File: config.mk
export PLATFORM = sky130hd
export DESIGN_NAME = seg7_readback
export DESIGN_NICKNAME = d
export VERILOG_FILES = /design/src/rtl/seg7_pkg.sv /design/src/rtl/seg7_digit_decode.sv /design/src/rtl/seg7_readback.sv
export SDC_FILE = /design/constraint.sdc
export NUM_CORES = 1
export LEC_CHECK = 0
export ABC_AREA = 1
export CAP_MARGIN = 40
export CORE_ASPECT_RATIO = 0.6
export CORE_MARGIN = 1
export CORE_UTILIZATION = 63
export CTS_BUF_LIST = sky130_fd_sc_hd__clkbuf_8
export CTS_CLUSTER_SIZE = 24
export DETAILED_ROUTE_END_ITERATION = 12
export PLACE_DENSITY = 0.85
export SYNTH_ARGS = -nofsm -noshare
export SYNTH_HDL_FRONTEND = slang
export SYNTH_SLANG_ARGS = --single-unit
export TNS_END_PERCENT = 10
File: constraint.sdc
create_clock -name clk -period 4.89 [get_ports clk]
set_input_delay 0.7335 -clock clk [delete_from_list [all_inputs] [get_ports clk]]
set_output_delay 0.7335 -clock clk [all_outputs]
set_load 0.01 [all_outputs]
File: src/rtl/seg7_pkg.sv
// Shared 7-segment definitions: active-low segment codes (bit0=a .. bit6=g),
// readback FSM state encoding and a saturating counter helper.
package seg7_pkg;

    localparam logic [6:0] SEG_0 = 7'h40;
    localparam logic [6:0] SEG_1 = 7'h79;
    localparam logic [6:0] SEG_2 = 7'h24;
    localparam logic [6:0] SEG_3 = 7'h30;
    localparam logic [6:0] SEG_4 = 7'h19;
    localparam logic [6:0] SEG_5 = 7'h12;
    localparam logic [6:0] SEG_6 = 7'h02;
    localparam logic [6:0] SEG_7 = 7'h78;
    localparam logic [6:0] SEG_8 = 7'h00;
    localparam logic [6:0] SEG_9 = 7'h10;
    localparam logic [6:0] SEG_A = 7'h08;
    localparam logic [6:0] SEG_B = 7'h03;
    localparam logic [6:0] SEG_C = 7'h46;
    localparam logic [6:0] SEG_D = 7'h21;
    localparam logic [6:0] SEG_E = 7'h06;
    localparam logic [6:0] SEG_F = 7'h0E;
    localparam logic [6:0] BLANK = 7'h7F;

    typedef enum logic [1:0] {
        IDLE   = 2'd0,
        SETTLE = 2'd1,
        LOCKED = 2'd2
    } state_e;

    function automatic logic [15:0] sat_inc16(input logic [15:0] v);
        return (v == 16'hFFFF) ? v : v + 16'd1;
    endfunction

endpackage

File: src/rtl/seg7_digit_decode.sv
// Combinational decode of one active-low 7-segment pattern to a nibble.
// With HEX_MODE=0 the A-F glyphs decode but are reported as illegal.
module seg7_digit_decode
    import seg7_pkg::*;
#(
    parameter int unsigned HEX_MODE = 1
) (
    input  logic [6:0] seg_i,
    output logic [3:0] nibble_o,
    output logic       legal_o
);

    always_comb begin
        nibble_o = 4'h0;
        legal_o  = 1'b1;
        case (seg_i)
            SEG_0:   nibble_o = 4'h0;
            SEG_1:   nibble_o = 4'h1;
            SEG_2:   nibble_o = 4'h2;
            SEG_3:   nibble_o = 4'h3;
            SEG_4:   nibble_o = 4'h4;
            SEG_5:   nibble_o = 4'h5;
            SEG_6:   nibble_o = 4'h6;
            SEG_7:   nibble_o = 4'h7;
            SEG_8:   nibble_o = 4'h8;
            SEG_9:   nibble_o = 4'h9;
            SEG_A:   nibble_o = 4'hA;
            SEG_B:   nibble_o = 4'hB;
            SEG_C:   nibble_o = 4'hC;
            SEG_D:   nibble_o = 4'hD;
            SEG_E:   nibble_o = 4'hE;
            SEG_F:   nibble_o = 4'hF;
            default: legal_o  = 1'b0;
        endcase
        if (HEX_MODE == 0 && nibble_o > 4'h9) legal_o = 1'b0;
    end

endmodule

File: src/rtl/seg7_readback.sv
// Reads six active-low 7-segment digit buses back into a 24-bit value,
// accepting a pattern only once it has been stable for STABLE_CYCLES samples.
//
// state  | meaning
// IDLE   | sampling disabled, outputs hold
// SETTLE | counting consecutive samples equal to snap
// LOCKED | stable pattern accepted, waiting for the next change
module seg7_readback
    import seg7_pkg::*;
#(
    parameter int unsigned STABLE_CYCLES = 16,
    parameter int unsigned HEX_MODE      = 1
) (
    input  logic        clk,
    input  logic        reset_n,
    input  logic        sample_en,
    input  logic [6:0]  digit5,
    input  logic [6:0]  digit4,
    input  logic [6:0]  digit3,
    input  logic [6:0]  digit2,
    input  logic [6:0]  digit1,
    input  logic [6:0]  digit0,
    output logic [23:0] value,
    output logic        value_valid,
    output logic        update_pulse,
    output logic        seg_error,
    output logic [5:0]  err_mask,
    output logic [15:0] update_count
);

    localparam int unsigned      CNT_W    = $clog2(STABLE_CYCLES) + 1;
    localparam logic [CNT_W-1:0] CNT_LAST = CNT_W'(STABLE_CYCLES - 1);

    state_e             state_q, state_d;
    logic [41:0]        r_dig_q;
    logic [41:0]        snap_q, snap_d;
    logic [CNT_W-1:0]   cnt_q, cnt_d;
    logic [23:0]        value_q, value_d;
    logic               valid_q, valid_d;
    logic               pulse_q, pulse_d;
    logic               err_q, err_d;
    logic [5:0]         mask_q, mask_d;
    logic [15:0]        update_count_q, update_count_d;
    logic [23:0]        decoded;
    logic [5:0]         legal;
    logic               lock;

    // snap only changes while not locking, so decoding it equals decoding r_dig at lock time
    for (genvar g = 0; g < 6; g++) begin : g_dec
        seg7_digit_decode #(.HEX_MODE(HEX_MODE)) u_dec (
            .seg_i    (snap_q[7*g +: 7]),
            .nibble_o (decoded[4*g +: 4]),
            .legal_o  (legal[g])
        );
    end

    always_comb begin
        state_d        = state_q;
        snap_d         = snap_q;
        cnt_d          = cnt_q;
        value_d        = value_q;
        valid_d        = valid_q;
        mask_d         = mask_q;
        update_count_d = update_count_q;
        pulse_d        = 1'b0;
        err_d          = 1'b0;
        lock           = 1'b0;

        if (!sample_en) begin
            state_d = IDLE;
            cnt_d   = '0;
        end else begin
            case (state_q)
                IDLE: begin
                    state_d = SETTLE;
                    snap_d  = r_dig_q;
                    cnt_d   = '0;
                end
                SETTLE: begin
                    if (r_dig_q != snap_q) begin
                        snap_d = r_dig_q;
                        cnt_d  = '0;
                    end else if (cnt_q == CNT_LAST) begin
                        lock    = 1'b1;
                        state_d = LOCKED;
                    end else begin
                        cnt_d = cnt_q + 1'b1;
                    end
                end
                LOCKED: begin
                    if (r_dig_q != snap_q) begin
                        snap_d  = r_dig_q;
                        cnt_d   = '0;
                        state_d = SETTLE;
                    end
                end
                default: state_d = IDLE;
            endcase
        end

        if (lock) begin
            if (&legal) begin
                value_d = decoded;
                valid_d = 1'b1;
                mask_d  = '0;
                if (!valid_q || decoded != value_q) begin
                    pulse_d        = 1'b1;
                    update_count_d = sat_inc16(update_count_q);
                end
            end else begin
                mask_d = ~legal;
                err_d  = 1'b1;
            end
        end
    end

    always_ff @(posedge clk or negedge reset_n) begin
        if (!reset_n) begin
            state_q        <= IDLE;
            r_dig_q        <= '0;
            snap_q         <= '0;
            cnt_q          <= '0;
            value_q        <= '0;
            valid_q        <= 1'b0;
            pulse_q        <= 1'b0;
            err_q          <= 1'b0;
            mask_q         <= '0;
            update_count_q <= '0;
        end else begin
            state_q        <= state_d;
            r_dig_q        <= {digit5, digit4, digit3, digit2, digit1, digit0};
            snap_q         <= snap_d;
            cnt_q          <= cnt_d;
            value_q        <= value_d;
            valid_q        <= valid_d;
            pulse_q        <= pulse_d;
            err_q          <= err_d;
            mask_q         <= mask_d;
            update_count_q <= update_count_d;
        end
    end

    assign value        = value_q;
    assign value_valid  = valid_q;
    assign update_pulse = pulse_q;
    assign seg_error    = err_q;
    assign err_mask     = mask_q;
    assign update_count = update_count_q;

endmodule

# --- Yosys cells after proc, flatten, opt, wreduce, memory -nomap -nowiden ---
# Cells that the tools add are included.
classes:
  magnitude_cmp: 0
  add_sub_neg: 2
  multipliers: 0
  mux: 34
  n_shift: 0
  eq_ne: 102
  bitwise_logic: 2
  reduce_logical: 23
  div_mod_pow: 0
op_table:
  columns: ["op", "n"]
  rows:
  - ["$pmux W4 S15", 6]
  - ["$eq A7 B7 Y1 const B", 24]
  - ["$eq A7 B5 Y1 const B", 18]
  - ["$eq A7 B6 Y1 const B", 18]
  - ["$reduce_or A16 Y1", 6]
  - ["$eq A7 B2 Y1 const B", 12]
  - ["$eq A7 B4 Y1 const B", 12]
  - ["$pmux W42 S2", 1]
  - ["$eq A7 B3 Y1 const B", 6]
  - ["$logic_not A7 Y1", 6]
  - ["$mux W42", 1]
  - ["$ne A42 B42 Y1", 1]
  - ["$ne A24 B24 Y1", 1]
  - ["$mux W5", 4]
  - ["$add A16 B1 Y16 const B", 1]
  - ["$eq A16 B16 Y1 const B", 1]
  - ["$mux W1", 15]
  - ["$pmux W5 S3", 1]
  - ["$ne A3 B3 Y1 const B", 3]
  - ["$reduce_and A3 Y1", 3]
  - ["$reduce_and A9 Y1", 1]
  - ["$mux W2", 4]
  - ["$reduce_and A7 Y1", 1]
  - ["$mux W6", 1]
  - ["16 further kinds", 16]
totals:
  mem_count: 0
  output_inout_bits: 49
  inputBits: 45
  mem_bits_rw: 0
  rom_bits: 0
  latchBits: 0
  regBits: 140
  elab_cells: 173

# --- Logic depth before layout (Yosys ltp) ---
# Gate-level depths: netlist of run 1.
depth:
  word_depth: 7
  ltp_mapped: 20
  mapped_depth_nobuf: 19

# --- Hierarchy ---
# From an unflattened synthesis of run 1, not the netlist that was laid out.
hier_totals:
  cells_unflattened: 1274
  area_unflattened_um2: 8797.2
modules_own_cells:
  columns: ["mod", "area_per_inst_um2", "cells_per_inst", "instances"]
  rows:
  - ["seg7_readback", 6770.2, 836, 1]
  - ["seg7_digit_decode", 337.8, 73, 6]

# --- Worst setup path after synthesis of run 1 ---
# Ideal clock, no wire load.
synth_timing:
  path_type: "register -> register"
  from: "register update_count_q[0] (netlist: update_count[0])"
  to: "register update_count_q[1] (netlist: update_count[1])"
  n_path_buf: 1
  path_slack_ns: 2.759
  period_less_slack_ns: 2.131
  setup_ns: 0.118
  arrival_ns: 2.014
  path_stages_with_launch: 12
  cell_sequence: "dfrtp_1 ha_1 nand2_1 nor2_1 nand2_1 nor4_1 nand2_1 nor4_2 nor3_4 buf_4 a21oi_1 nor2_1"
synth_via:
  elab_chain_len: 3
synth_lines:
  columns: ["element", "line_no", "source"]
  rows:
  - ["start: declaration", "seg7_readback.sv:43", "logic [15:0] update_count_q, update_count_d;"]
  - ["start signal: assignment", "seg7_readback.sv:139", "update_count_q <= update_count_d;"]
  - ["parallel branches: the longest is 3 deep, another holds $add A16 B1 Y16", null, null]
# Several ways; the timed one is not identified.
# A chain may end at the register's enable or synchronous reset.

# --- Worst setup path in the final report of run 1 ---
layout_timing:
  from: "register snap_q[29]"
  to: "register update_count_q[1] (netlist: update_count[1])"
layout_via:
  elab_chain_len: 5
layout_lines:
  columns: ["element", "line_no", "source"]
  rows:
  - ["start: declaration", "seg7_readback.sv:36", "logic [41:0] snap_q, snap_d;"]
  - ["start signal: assignment", "seg7_readback.sv:132", "snap_q <= snap_d;"]
  - ["$eq A7 B4 Y1 (tied with other cells)", "seg7_digit_decode.sv:16", "case (seg_i)"]
  - ["$pmux W4 S15 or $mux W1 (tied branches)", "seg7_digit_decode.sv:16, seg7_readback.sv:80", null]
  - ["$ne A24 B24 Y1 or $mux W1 (tied branches)", "seg7_readback.sv:106, seg7_readback.sv:73", null]
  - ["$logic_or A1 B1 Y1 or $mux W1 (tied branches)", "seg7_readback.sv:106, seg7_readback.sv:69", null]
  - ["$reduce_and A9 Y1 (no line) (*)", null, null]
# Every way passes the cells marked *; elsewhere a longest branch is shown, timed or not.

==> load_flow_metrics.sql, run 1 <==
INSERT INTO impl_metrics (metric_group, metric, value, unit) VALUES
('critical_path', 'setup.worst_path.start_class', 'register', ''),
('route', 'route.detailed.wl_per_inst', '13.6', 'um'),
('worst_hold_path', 'holdCritPathClass', 'input pin to async pin', ''),
('logic_synthesis', 'synth_enable_flop_cells', '0', ''),
('clock_network', 'post_cts.resized_instances', '0', ''),
('clock_network', 'post_cts.repair.setup_buffers', '0', ''),
('critical_path', 'setup.worst_path.end_class', 'register', ''),
('floorplanning', 'dieArea', '0.0139', 'mm2'),
('logic_synthesis', 'postSynthAreaPerCell', '6.86', 'um2'),
('route', 'via_per_inst', '5.39', ''),
('logic_synthesis', 'yosys_register_bits', '140', ''),
('sta', 'period_share', '0.662', ''),
('global_routing', 'number_of_global_route_vias_before_repair', '7310', ''),
('cells_and_area', 'final_core_utilization', '0.759', ''),
('clock_network', 'worstSkewPairLatency', '0.45', 'ns'),
('cells_and_area', 'final_layout_size_suffix_gt1_frac', '0.0930', ''),
('sta', 'setup_viol', '0', ''),
('logic_synthesis', 'nets_in_the_synthesized_netlist', '1281', ''),
('power_and_ir_drop', 'total_power', '4.30', 'mW'),
('logic_synthesis', 'primary_ff_master_synth', 'dfrtp_1', ''),
('cells_and_area', 'antenna-diode-count', '0', ''),
('logic_synthesis', 'synth.top_cells.by_count', '421 x nand2_1, 164 x nor2_1, 140 x dfrtp_1', ''),
('floorplanning', 'chipWidth', '151', 'um'),
('sta', 'timing.clock.skew', '0.0143', 'ns'),
('placed_design', 'port-buffer-count', '93', ''),
('placed_design', 'place.gp.congestion', '0.964', ''),
('clock_network', 'htree_num_levels', '4', ''),
('sta', 'timing.slew.headroom', '0.436', ''),
('clock_network', 'sink_count_of_the_clock_tree', '140', ''),
('logic_synthesis', 'synth_most_common_cell', 'nand2_1', ''),
('critical_path', 'path_class', 'register to register', ''),
('clock_network', 'holdBufCountCts', '0', ''),
('run', 'timing.max_cap.violations', '0', ''),
('power_and_ir_drop', 'p_leak', '5.05', 'nW'),
('floorplanning', 'row_count', '32', ''),
('placed_design', 'dp_hpwl', '15.6', 'mm'),
('global_routing', 'grt_first_pass_wirelength', '34.3', 'mm'),
('critical_path', 'critPathRequiredTime', '5.23', 'ns'),
('route', 'post_route_drc_violation_count', '0', ''),
('logic_synthesis', 'synth_top_cell_area_share', '0.415', ''),
('sta', 'worst_slew_pin_slew', '0.842', 'ns'),
('route', 'detailroute.via_count', '8104', ''),
('global_routing', 'gr-total-overflow', '0', ''),
('clock_network', 'clk_transition_reported_paths', '0.09', 'ns'),
('sta', 'rsz0062_at_grt', 'false', ''),
('sta', 'timing.fmax', '309', 'MHz'),
('power_and_ir_drop', 'power.sequential.fraction', '0.390', ''),
('global_routing', 'grt_antenna_before_repair', '0', ''),
('floorplanning', 'num_io_pins', '94', ''),
('power_and_ir_drop', 'p_int', '2.29', 'mW'),
('global_routing', 'pin_count_of_the_biggest_net_entering_global_routing', '70', ''),
('sta', 'final-max-slew-violation-count', '0', ''),
('cells_and_area', 'finalNetCount', '1372', ''),
('power_and_ir_drop', 'power.share.clock', '0.201', ''),
('critical_path', 'worst_ep_arrival_time', '3.58', 'ns'),
('route', 'finalWirelength', '20.4', 'mm'),
('clock_network', 'root_buffer', 'clkbuf_8', ''),
('run_status', 'status', 'finished, final reports clean', ''),
('route', 'first_pass_detailed_route_iteration_total', '6', ''),
('sta', 'report.final.hold_viol_count', '0', ''),
('cells_and_area', 'post_layout_nonfiller_instances', '1504', ''),
('cells_and_area', 'area_delta_synth_final', '16.6', '%'),
('global_routing', 'globalRouteTotalUtil', '0.318', ''),
('floorplanning', 'die_height', '91.7', 'um'),
('clock_network', 'cts_inserted_buffers', '17', ''),
('logic_synthesis', 'synth_area_leaders', 'dfrtp_1 41%, nand2_1 19%, nor2_1 7.3%', ''),
('placed_design', 'post-place-cells', '1472', ''),
('power_and_ir_drop', 'irDropWorstVdd', '0.251', 'mV'),
('route', 'drt_iter0_markers', '576', ''),
('power_and_ir_drop', 'combinational_group_share_of_total_power', '0.408', ''),
('sta', 'timing.setup.tns', '0', 'ns');
==> cell type report <==
cell class | count | area, um2
Inverter | 163 | 612
Tap cell | 170 | 213
Sequential cell | 140 | 3500
Timing Repair Buffer | 97 | 982
Clock buffer | 19 | 262
Multi-Input combinational cell | 902 | 4180
Clock inverter | 13 | 95.1
Fill cell | 1046 | 3120
==> worst max-delay path, stage by stage (launching register included) <==
cell and delay (ns):
dfrtp_1 0.50, inv_1 0.11, nand2_1 0.08, nand4_1 0.16, nor2_1 0.32, nand2_1 0.09, nor2_1 0.21, nand4_2 0.45
nor3_4 0.82, nand2_1 0.19, nor2_1 0.13, nor2_1 0.06
==> layout by cell type (no fill, tap or decap), drive strengths merged <==
cell type	n
o211ai	2
nor2	196
nor3	22
o21ai	68
or3	1
ha	6
dfrtp	140
clkdlybuf4s50	92
nand3	73
nand3b	5
or2	1
and3	1
buf	5
xor2	10
a31oi	5
nor3b	2
a21oi	27
and2	2
nand2	431
nand4	38
clkinvlp	8
clkbuf	19
nor4	4
mux2i	1
clkinv	2
xnor2	3
o31ai	4
inv	166
==> cell families after synthesis <==
group	after synthesis	share of synthesized area
simple gates	776	0.404
buf+inv	188	0.0908
flops	140	0.415
compound gates	106	0.0664
xor+xnor	13	0.0135
fa+ha+maj	6	0.00889
mux	1	0.00119
==> power groups by stage <==
stage          combinational, mW  clock, mW  sequential [mW]
2_1_floorplan               1.39          0             1.59
3_3_place_gp                1.68          0             1.69
3_5_place_dp                1.72          0             1.69
4_1_cts                     1.73      0.877             1.67
5_1_grt                     2.00      0.927             1.72
6_report                    1.76      0.866             1.68
==> path summary, 6_finish.rpt <==
check | start | to | depth (start not counted) | slack [ns]
max in group asynchronous | reset_n | value[1] | 3 | 3.56
worst min register to register | err_mask[0] | err_mask[0] | 2 | 0.49
worst max register to register | snap_q[29] | update_count[1] | 11 | 1.65
min in group clk | err_mask[0] | err_mask[0] | 2 | 0.49
worst min-delay path | reset_n | snap_q[27] | 1 | 0.17
worst max-delay path | snap_q[29] | update_count[1] | 11 | 1.65
==> layer usage <==
metal	up-vias	GRT usage	part of all wire
met5	-	0	0
met4	0	0.103	0.018
met3	40	0.0582	0.080
met2	295	0.462	0.42
met1	3718	0.477	0.48
li1	4051	-	-
==> sequential cells by signal, summed over array words and instances, names as in the netlist <==
signal / cells
update_pulse: 1
value: 24
err_mask: 6
snap_q: 42
state_q: 2
cnt_q: 5
seg_error: 1
r_dig_q: 42
update_count: 16
value_valid: 1
==> through the flow <==
step | setup slack [ns] | instance area (um2) | hold slack [ns]
final | 1.65 | 9850 | 0.168
after global routing | 1.30 | 9850 | 0.193
after CTS | 1.69 | 9850 | 0.174
after detailed placement | 1.55 | 9490 | 0.470
after global placement | 1.65 | 9460 | 0.468
after floorplan | 2.76 | 8440 | 0.438
Power figures use the tool's default switching activity.
==> inputs of run 2 (changes only) <==
--- a/config.mk
+++ b/config.mk
@@ -9,11 +9,11 @@
 export CAP_MARGIN = 40
 export CORE_ASPECT_RATIO = 0.6
 export CORE_MARGIN = 1
-export CORE_UTILIZATION = 63
+export CORE_UTILIZATION = 53
 export CTS_BUF_LIST = sky130_fd_sc_hd__clkbuf_8
 export CTS_CLUSTER_SIZE = 24
 export DETAILED_ROUTE_END_ITERATION = 12
-export PLACE_DENSITY = 0.85
+export PLACE_DENSITY = 0.76
 export SYNTH_ARGS = -nofsm -noshare
 export SYNTH_HDL_FRONTEND = slang
 export SYNTH_SLANG_ARGS = --single-unit
==> constraint.sdc (replaced) <==
create_clock -name clk -period 2.85 [get_ports clk]
set_input_delay 0.4275 -clock clk [delete_from_list [all_inputs] [get_ports clk]]
set_output_delay 0.4275 -clock clk [all_outputs]
set_load 0.01 [all_outputs]
==> run 2 against run 1 <==
  * Critical path depth is 5 higher
  * Hold slack better by 0.23 ns
  * Core utilization is 11 points lower
  * Wire length is 3.5% higher
  * Final cell count is 2.9% higher
  * Critical path type unchanged
  * Largest power group unchanged
==> load_flow_metrics.sql, run 2 (synthesis results as in run 1) <==
INSERT INTO impl_metrics (metric_group, metric, value, unit) VALUES
('placed_design', 'place.gp.congestion', '0.956', ''),
('route', 'detailroute.via_count', '8019', ''),
('clock_network', 'tritoncts', 'yes', ''),
('critical_path', 'rr_startpoint', 'snap_q[22]', ''),
('cells_and_area', 'layout_commonest_cell', 'nand2_1', ''),
('sta', 'rsz0062_at_grt', 'false', ''),
('floorplanning', 'die_height', '99.8', 'um'),
('critical_path', 'reg2reg_setup_slack', '0.27', 'ns'),
('global_routing', 'pin_count_of_the_biggest_net_entering_global_routing', '65', ''),
('critical_path', 'crit_path_frequent_cell', 'nand2_1', ''),
('power_and_ir_drop', 'power_switching', '3.50', 'mW'),
('power_and_ir_drop', 'power_density', '759', 'mW/mm2'),
('cells_and_area', 'antenna-diode-count', '0', ''),
('worst_hold_path', 'holdCritPathClass', 'input pin to register', ''),
('clock_network', 'post_cts.repair.setup_buffers', '0', ''),
('run', 'timing.max_cap.violations', '0', ''),
('route', 'post_route_drc_violation_count', '0', ''),
('global_routing', 'grt_first_pass_wirelength', '34.3', 'mm'),
('sta', 'final-max-slew-violation-count', '0', ''),
('clock_network', 'htree_num_levels', '4', ''),
('floorplanning', 'row_count', '35', ''),
('cells_and_area', 'finalNetCount', '1383', ''),
('power_and_ir_drop', 'power.share.clock', '0.215', ''),
('route', 'route.detailed.wl_per_inst', '13.7', 'um'),
('floorplanning', 'chipWidth', '165', 'um'),
('worst_hold_path', 'timing.hold.worst.start', 'digit0[1]', ''),
('sta', 'setup_viol', '0', ''),
('cells_and_area', 'final_layout_size_suffix_gt1_frac', '0.102', ''),
('sta', 'post-route-min-period', '2.58', 'ns'),
('critical_path', 'timing.critical_path.from', 'snap_q[22]', ''),
('clock_network', 'sink_count_of_the_clock_tree', '140', ''),
('sta', 'period_share', '0.904', ''),
('clock_network', 'clk_transition_reported_paths', '0.09', 'ns'),
('power_and_ir_drop', 'p_leak', '5.14', 'nW'),
('route', 'via_per_inst', '5.18', ''),
('critical_path', 'critical-path-top-delay-family', 'simple AND/OR/NAND/NOR gates', ''),
('sta', 'hold_ws', '0.402', 'ns'),
('cells_and_area', 'layout.cells.most_common_list', '421 x nand2_1, 161 x nor2_1, 140 x dfrtp_1', ''),
('sta', 'timing.clock.skew', '0.0210', 'ns'),
('power_and_ir_drop', 'combinational_group_share_of_total_power', '0.407', ''),
('placed_design', 'port-buffer-count', '93', ''),
('run_status', 'status', 'finished, final reports clean', ''),
('sta', 'timing.setup.tns', '0', 'ns'),
('cells_and_area', 'area_delta_synth_final', '19.2', '%'),
('critical_path', 'setup.worst_path.start_class', 'register', ''),
('clock_network', 'clockBufferDepth', '2', ''),
('critical_path', 'critPathRequiredTime', '3.18', 'ns'),
('floorplanning', 'num_io_pins', '94', ''),
('route', 'finalWirelength', '21.1', 'mm'),
('global_routing', 'number_of_global_route_vias_before_repair', '7106', ''),
('critical_path', 'path_max_fanout', '11', ''),
('critical_path', 'critical_path.n_buffers_inverters', '2', ''),
('sta', 'worst_slew_pin_slew', '0.621', 'ns'),
('global_routing', 'gr-total-overflow', '0', ''),
('power_and_ir_drop', 'swShare', '0.458', ''),
('power_and_ir_drop', 'total_power', '7.64', 'mW'),
('sta', 'report.final.hold_viol_count', '0', ''),
('route', 'first_pass_detailed_route_iteration_total', '6', ''),
('power_and_ir_drop', 'irDropWorstVdd', '0.466', 'mV'),
('critical_path', 'path_class', 'register to register', ''),
('global_routing', 'grt_antenna_before_repair', '0', ''),
('route', 'drt_iter0_markers', '600', ''),
('floorplanning', 'dieArea', '0.0165', 'mm2'),
('global_routing', 'globalRouteTotalUtil', '0.268', ''),
('route', 'route.antenna.remaining_nets', '0', ''),
('sta', 'layout_setup_ws', '0.274', 'ns'),
('sta', 'timing.slew.headroom', '0.586', ''),
('critical_path', 'setup.worst_path.end_class', 'register', ''),
('power_and_ir_drop', 'p_int', '4.14', 'mW'),
('floorplanning', 'placeableCoreArea', '0.0155', 'mm2'),
('power_and_ir_drop', 'power.sequential.fraction', '0.378', ''),
('critical_path', 'worst_ep_arrival_time', '2.91', 'ns'),
('critical_path', 'slowest_stage', 'dfrtp_1', ''),
('clock_network', 'cts_inserted_buffers', '17', ''),
('critical_path', 'cp_cell_sequence', 'inv_2 > nor2_1 > nand2_1 > inv_2 > nand2_1 > nand2_1 > nor2_1 > nand3b_1 > nand2_1 > nand2_1 > nor2_1 > nand2_1 > nor2_2 > nand3_2 > nand4_1 > nand2_1', ''),
('clock_network', 'root_buffer', 'clkbuf_8', ''),
('cells_and_area', 'final_core_utilization', '0.651', ''),
('clock_network', 'worstSkewPairLatency', '0.45', 'ns'),
('placed_design', 'place_worst_setup_slack', '0.254', 'ns'),
('placed_design', 'dp_hpwl', '15.8', 'mm'),
('critical_path', 'crit_path_max_cell_delay', '0.49', 'ns'),
('sta', 'timing.fmax', '388', 'MHz'),
('floorplanning', 'initial_core_utilization', '0.546', '');
## run 2: cell types whose count changed in the layout (fill, tap and decap cells not counted), moves of 2 or more
cell,delta
buf_12,+4
buf_4,+6
bufinv_16,+2
clkinvlp_4,-4
nor2_1,-3
nor2_2,+3
## run 2: what timing repair did
action | in CTS | in global routing
gates resized for setup | 0 | 5
hold buffers | 1 | 0
endpoints found under the hold margin | 37 | 0
endpoints found under the setup margin | 0 | 12
## run 2: path summary, 6_finish.rpt
kind,depth (start not counted),to
min in group asynchronous,2,snap_q[22]
min,1,r_dig_q[1]
max reg2reg,16,update_count[2]
max,16,update_count[2]
max in group asynchronous,3,err_mask[4]
min reg2reg,2,err_mask[1]
## run 2: area by class of cell
class / instances / area [um2]
tap: 203 / 254
timing repair buffer: 107 / 1090
sequential: 140 / 3500
fill: 1358 / 5390
multi-input combinational: 903 / 4210
inverter: 163 / 612
clock inverter: 14 / 146
clock buffer: 18 / 248
## run 2: stage by stage
step / instance area (um2) / cells
finish: 10100 / 1548
global route: 10100 / 1548
CTS: 10000 / 1547
detailed placement: 9630 / 1514
global placement: 9630 / 1514
floorplan: 8440 / 1230
## run 2: power groups by stage
stage               sequential [mW]  clock (mW)  combinational [mW]
floorplan                      2.72           0                2.39
global placement               2.89           0                2.97
detailed placement             2.90           0                3.03
CTS                            2.87        1.68                3.05
global route                   2.95        1.78                3.53
finish                         2.88        1.64                3.11
## run 2: metal layers
layer  GRT usage  wire length (um)  up-vias
li1            -                 -     4075
met1       0.403             10700     3629
met2       0.379              8580      284
met3      0.0642              1580       31
met4      0.0762               321        0
met5           0                 0        -
==> inputs of run 3 (changes only) <==
--- a/config.mk
+++ b/config.mk
@@ -9,11 +9,10 @@
 export CAP_MARGIN = 40
 export CORE_ASPECT_RATIO = 0.6
 export CORE_MARGIN = 1
-export CORE_UTILIZATION = 53
-export CTS_BUF_LIST = sky130_fd_sc_hd__clkbuf_8
+export CORE_UTILIZATION = 52
 export CTS_CLUSTER_SIZE = 24
 export DETAILED_ROUTE_END_ITERATION = 12
-export PLACE_DENSITY = 0.76
+export PLACE_DENSITY = 0.75
 export SYNTH_ARGS = -nofsm -noshare
 export SYNTH_HDL_FRONTEND = slang
 export SYNTH_SLANG_ARGS = --single-unit
==> run 3 against run 2 <==
  * The flow now finishes with violations (DRC)
  * Critical path depth unchanged
  * Design area increased by 1.7%
  * Via count increased by 1.3%
  * Total power increased by 7.7%
  * Clock skew decreased by 0.010 ns
  * Global-route usage decreased by 0.21 points
  * Largest cell class unchanged
==> load_flow_metrics.sql, run 3 (synthesis results as in run 1) <==
INSERT INTO impl_metrics (metric_group, metric, value, unit) VALUES
('run_status', 'status', 'finished, violations left', ''),
('run_status', 'violations_in_the_final_reports', 'DRC', ''),
('sta', 'report.final.hold_viol_count', '0', ''),
('cells_and_area', 'layout.cells.most_common_list', '421 x nand2_1, 163 x nor2_1, 140 x dfrtp_1', ''),
('power_and_ir_drop', 'combinational_group_share_of_total_power', '0.377', ''),
('placed_design', 'post-place-cells', '1514', ''),
('route', 'route.detailed.wl_per_inst', '13.7', 'um'),
('clock_network', 'clockBufferDepth', '2', ''),
('sta', 'setup_viol', '0', ''),
('power_and_ir_drop', 'total_power', '8.22', 'mW'),
('floorplanning', 'num_io_pins', '94', ''),
('placed_design', 'place_worst_setup_slack', '0.275', 'ns'),
('clock_network', 'worstSkewPairLatency', '0.42', 'ns'),
('sta', 'timing.slew.headroom', '0.627', ''),
('route', 'post_route_drc_violation_count', '2', ''),
('floorplanning', 'initial_core_utilization', '0.542', ''),
('global_routing', 'globalRouteTotalUtil', '0.266', ''),
('worst_hold_path', 'holdCritPathClass', 'input pin to register', ''),
('global_routing', 'number_of_global_route_vias_before_repair', '7322', ''),
('power_and_ir_drop', 'power_density', '803', 'mW/mm2'),
('power_and_ir_drop', 'swShare', '0.434', ''),
('sta', 'worst_slew_pin_slew', '0.560', 'ns'),
('cells_and_area', 'finalNetCount', '1383', ''),
('global_routing', 'gr-total-overflow', '0', ''),
('sta', 'timing.clock.skew', '0.0107', 'ns'),
('clock_network', 'htree_num_levels', '4', ''),
('clock_network', 'tritoncts', 'yes', ''),
('worst_hold_path', 'hold_path_depth', '1', ''),
('critical_path', 'cp_cell_sequence', 'nor2_2 > nand2_1 > inv_2 > nand2_1 > nand2_1 > nor2_1 > nand3b_1 > nand2_1 > nand2_1 > nor2_1 > nand2_1 > nor2_2 > nand3_2 > nand3_1 > nand2_1 > nand2_1', ''),
('route', 'finalWirelength', '21.2', 'mm'),
('power_and_ir_drop', 'power.sequential.fraction', '0.350', ''),
('clock_network', 'root_buffer', 'clkbuf_16', ''),
('critical_path', 'crit_path_frequent_cell', 'nand2_1', ''),
('sta', 'timing.fmax', '395', 'MHz'),
('critical_path', 'rr_worst_depth', '16', ''),
('floorplanning', 'die_height', '101', 'um'),
('placed_design', 'area_after_dpl', '0.00962', 'mm2'),
('global_routing', 'grt_antenna_before_repair', '0', ''),
('power_and_ir_drop', 'p_int', '4.65', 'mW'),
('cells_and_area', 'design_area', '0.0102', 'mm2'),
('route', 'via_per_inst', '5.25', ''),
('global_routing', 'grt_first_pass_wirelength', '35.5', 'mm'),
('placed_design', 'place.gp.congestion', '0.916', ''),
('clock_network', 'sink_count_of_the_clock_tree', '140', ''),
('sta', 'hold_ws', '0.439', 'ns'),
('floorplanning', 'placeableCoreArea', '0.0156', 'mm2'),
('sta', 'period_share', '0.889', ''),
('run', 'timing.max_cap.violations', '0', ''),
('floorplanning', 'row_count', '35', ''),
('critical_path', 'crit_path_max_cell_delay', '0.49', 'ns'),
('route', 'first_pass_detailed_route_iteration_total', '10', ''),
('cells_and_area', 'final_layout_size_suffix_gt1_frac', '0.100', ''),
('critical_path', 'path_class', 'register to register', ''),
('placed_design', 'dp_hpwl', '15.7', 'mm'),
('route', 'drt_iter0_markers', '844', ''),
('cells_and_area', 'antenna-diode-count', '0', ''),
('critical_path', 'critPathRequiredTime', '3.21', 'ns'),
('cells_and_area', 'final_core_utilization', '0.657', ''),
('power_and_ir_drop', 'power_switching', '3.57', 'mW'),
('sta', 'layout_setup_ws', '0.318', 'ns'),
('sta', 'timing.setup.tns', '0', 'ns'),
('critical_path', 'path_max_fanout', '11', ''),
('route', 'detailroute.via_count', '8120', ''),
('critical_path', 'slowest_stage', 'dfrtp_1', ''),
('sta', 'post-route-min-period', '2.53', 'ns'),
('critical_path', 'setup.worst_path.start_class', 'register', ''),
('clock_network', 'clk_transition_reported_paths', '0.06', 'ns'),
('critical_path', 'reg2reg_setup_slack', '0.32', 'ns'),
('critical_path', 'worst_ep_arrival_time', '2.89', 'ns'),
('sta', 'final-max-slew-violation-count', '0', ''),
('power_and_ir_drop', 'power.share.clock', '0.273', ''),
('floorplanning', 'dieArea', '0.0168', 'mm2'),
('global_routing', 'pin_count_of_the_biggest_net_entering_global_routing', '56', ''),
('sta', 'rsz0062_at_grt', 'false', ''),
('power_and_ir_drop', 'irDropWorstVdd', '0.500', 'mV'),
('placed_design', 'port-buffer-count', '93', ''),
('power_and_ir_drop', 'p_leak', '5.21', 'nW'),
('cells_and_area', 'post_layout_nonfiller_instances', '1548', ''),
('cells_and_area', 'area_delta_synth_final', '21.3', '%'),
('clock_network', 'cts_inserted_buffers', '17', ''),
('route', 'route.antenna.remaining_nets', '0', ''),
('cells_and_area', 'layout_commonest_cell', 'nand2_1', ''),
('critical_path', 'setup.worst_path.end_class', 'register', ''),
('floorplanning', 'chipWidth', '167', 'um');
-- run 3: cell count changes in the layout (fill, tap and decap cells not counted), sizes merged --
cell,before,now
clkbuf,18,20
clkinv,3,2
clkinvlp,4,6
inv,168,165
-- run 3: final cells by class --
| type | instances | area (um2) |
|---|---|---|
| clock inverters | 12 | 140 |
| clock buffers | 20 | 447 |
| fillers | 1353 | 5350 |
| repair buffers | 107 | 1080 |
| flip-flops and latches | 140 | 3500 |
| multi-input cells | 903 | 4210 |
| well taps | 203 | 254 |
| inverters | 163 | 612 |
-- run 3: worst max-delay path: cells and delay by family, from the launching register on --
family                 cells  cell delay [ns]
buffers and inverters      1             0.04
and+or+nand+nor           15             1.94
DFF                        1             0.49
-- run 3: final timing paths --
path                             startpoint               to
worst max-delay path             snap_q[23]  update_count[5]
worst min-delay path              digit0[1]       r_dig_q[1]
worst max register to register   snap_q[23]  update_count[5]
worst min register to register  err_mask[0]      err_mask[0]
max in group asynchronous           reset_n      r_dig_q[31]
min in group asynchronous           reset_n      r_dig_q[26]
-- run 3: power groups by stage --
stage          logic, mW  clock network (mW)  registers [mW]
6_report            3.10                2.24            2.88
2_1_floorplan       2.39                   0            2.72
3_5_place_dp        3.01                   0            2.89
5_1_grt             3.53                2.35            2.95
3_3_place_gp        2.94                   0            2.89
4_1_cts             3.04                2.27            2.87
-- run 3: timing repair --
item / CTS / global route
endpoints found under the hold margin: 25 / 0
hold buffers: 1 / 0
setup buffers: 0 / 0
resized for setup: 0 / 3
setup endpoints to repair: 0 / 12
-- run 3: layer usage --
layer,vias up,GRT usage,share of wire
li1,4067,-,-
met1,3699,0.396,0.50
met2,320,0.391,0.41
met3,34,0.0530,0.074
met4,0,0.0741,0.013
met5,-,0,0
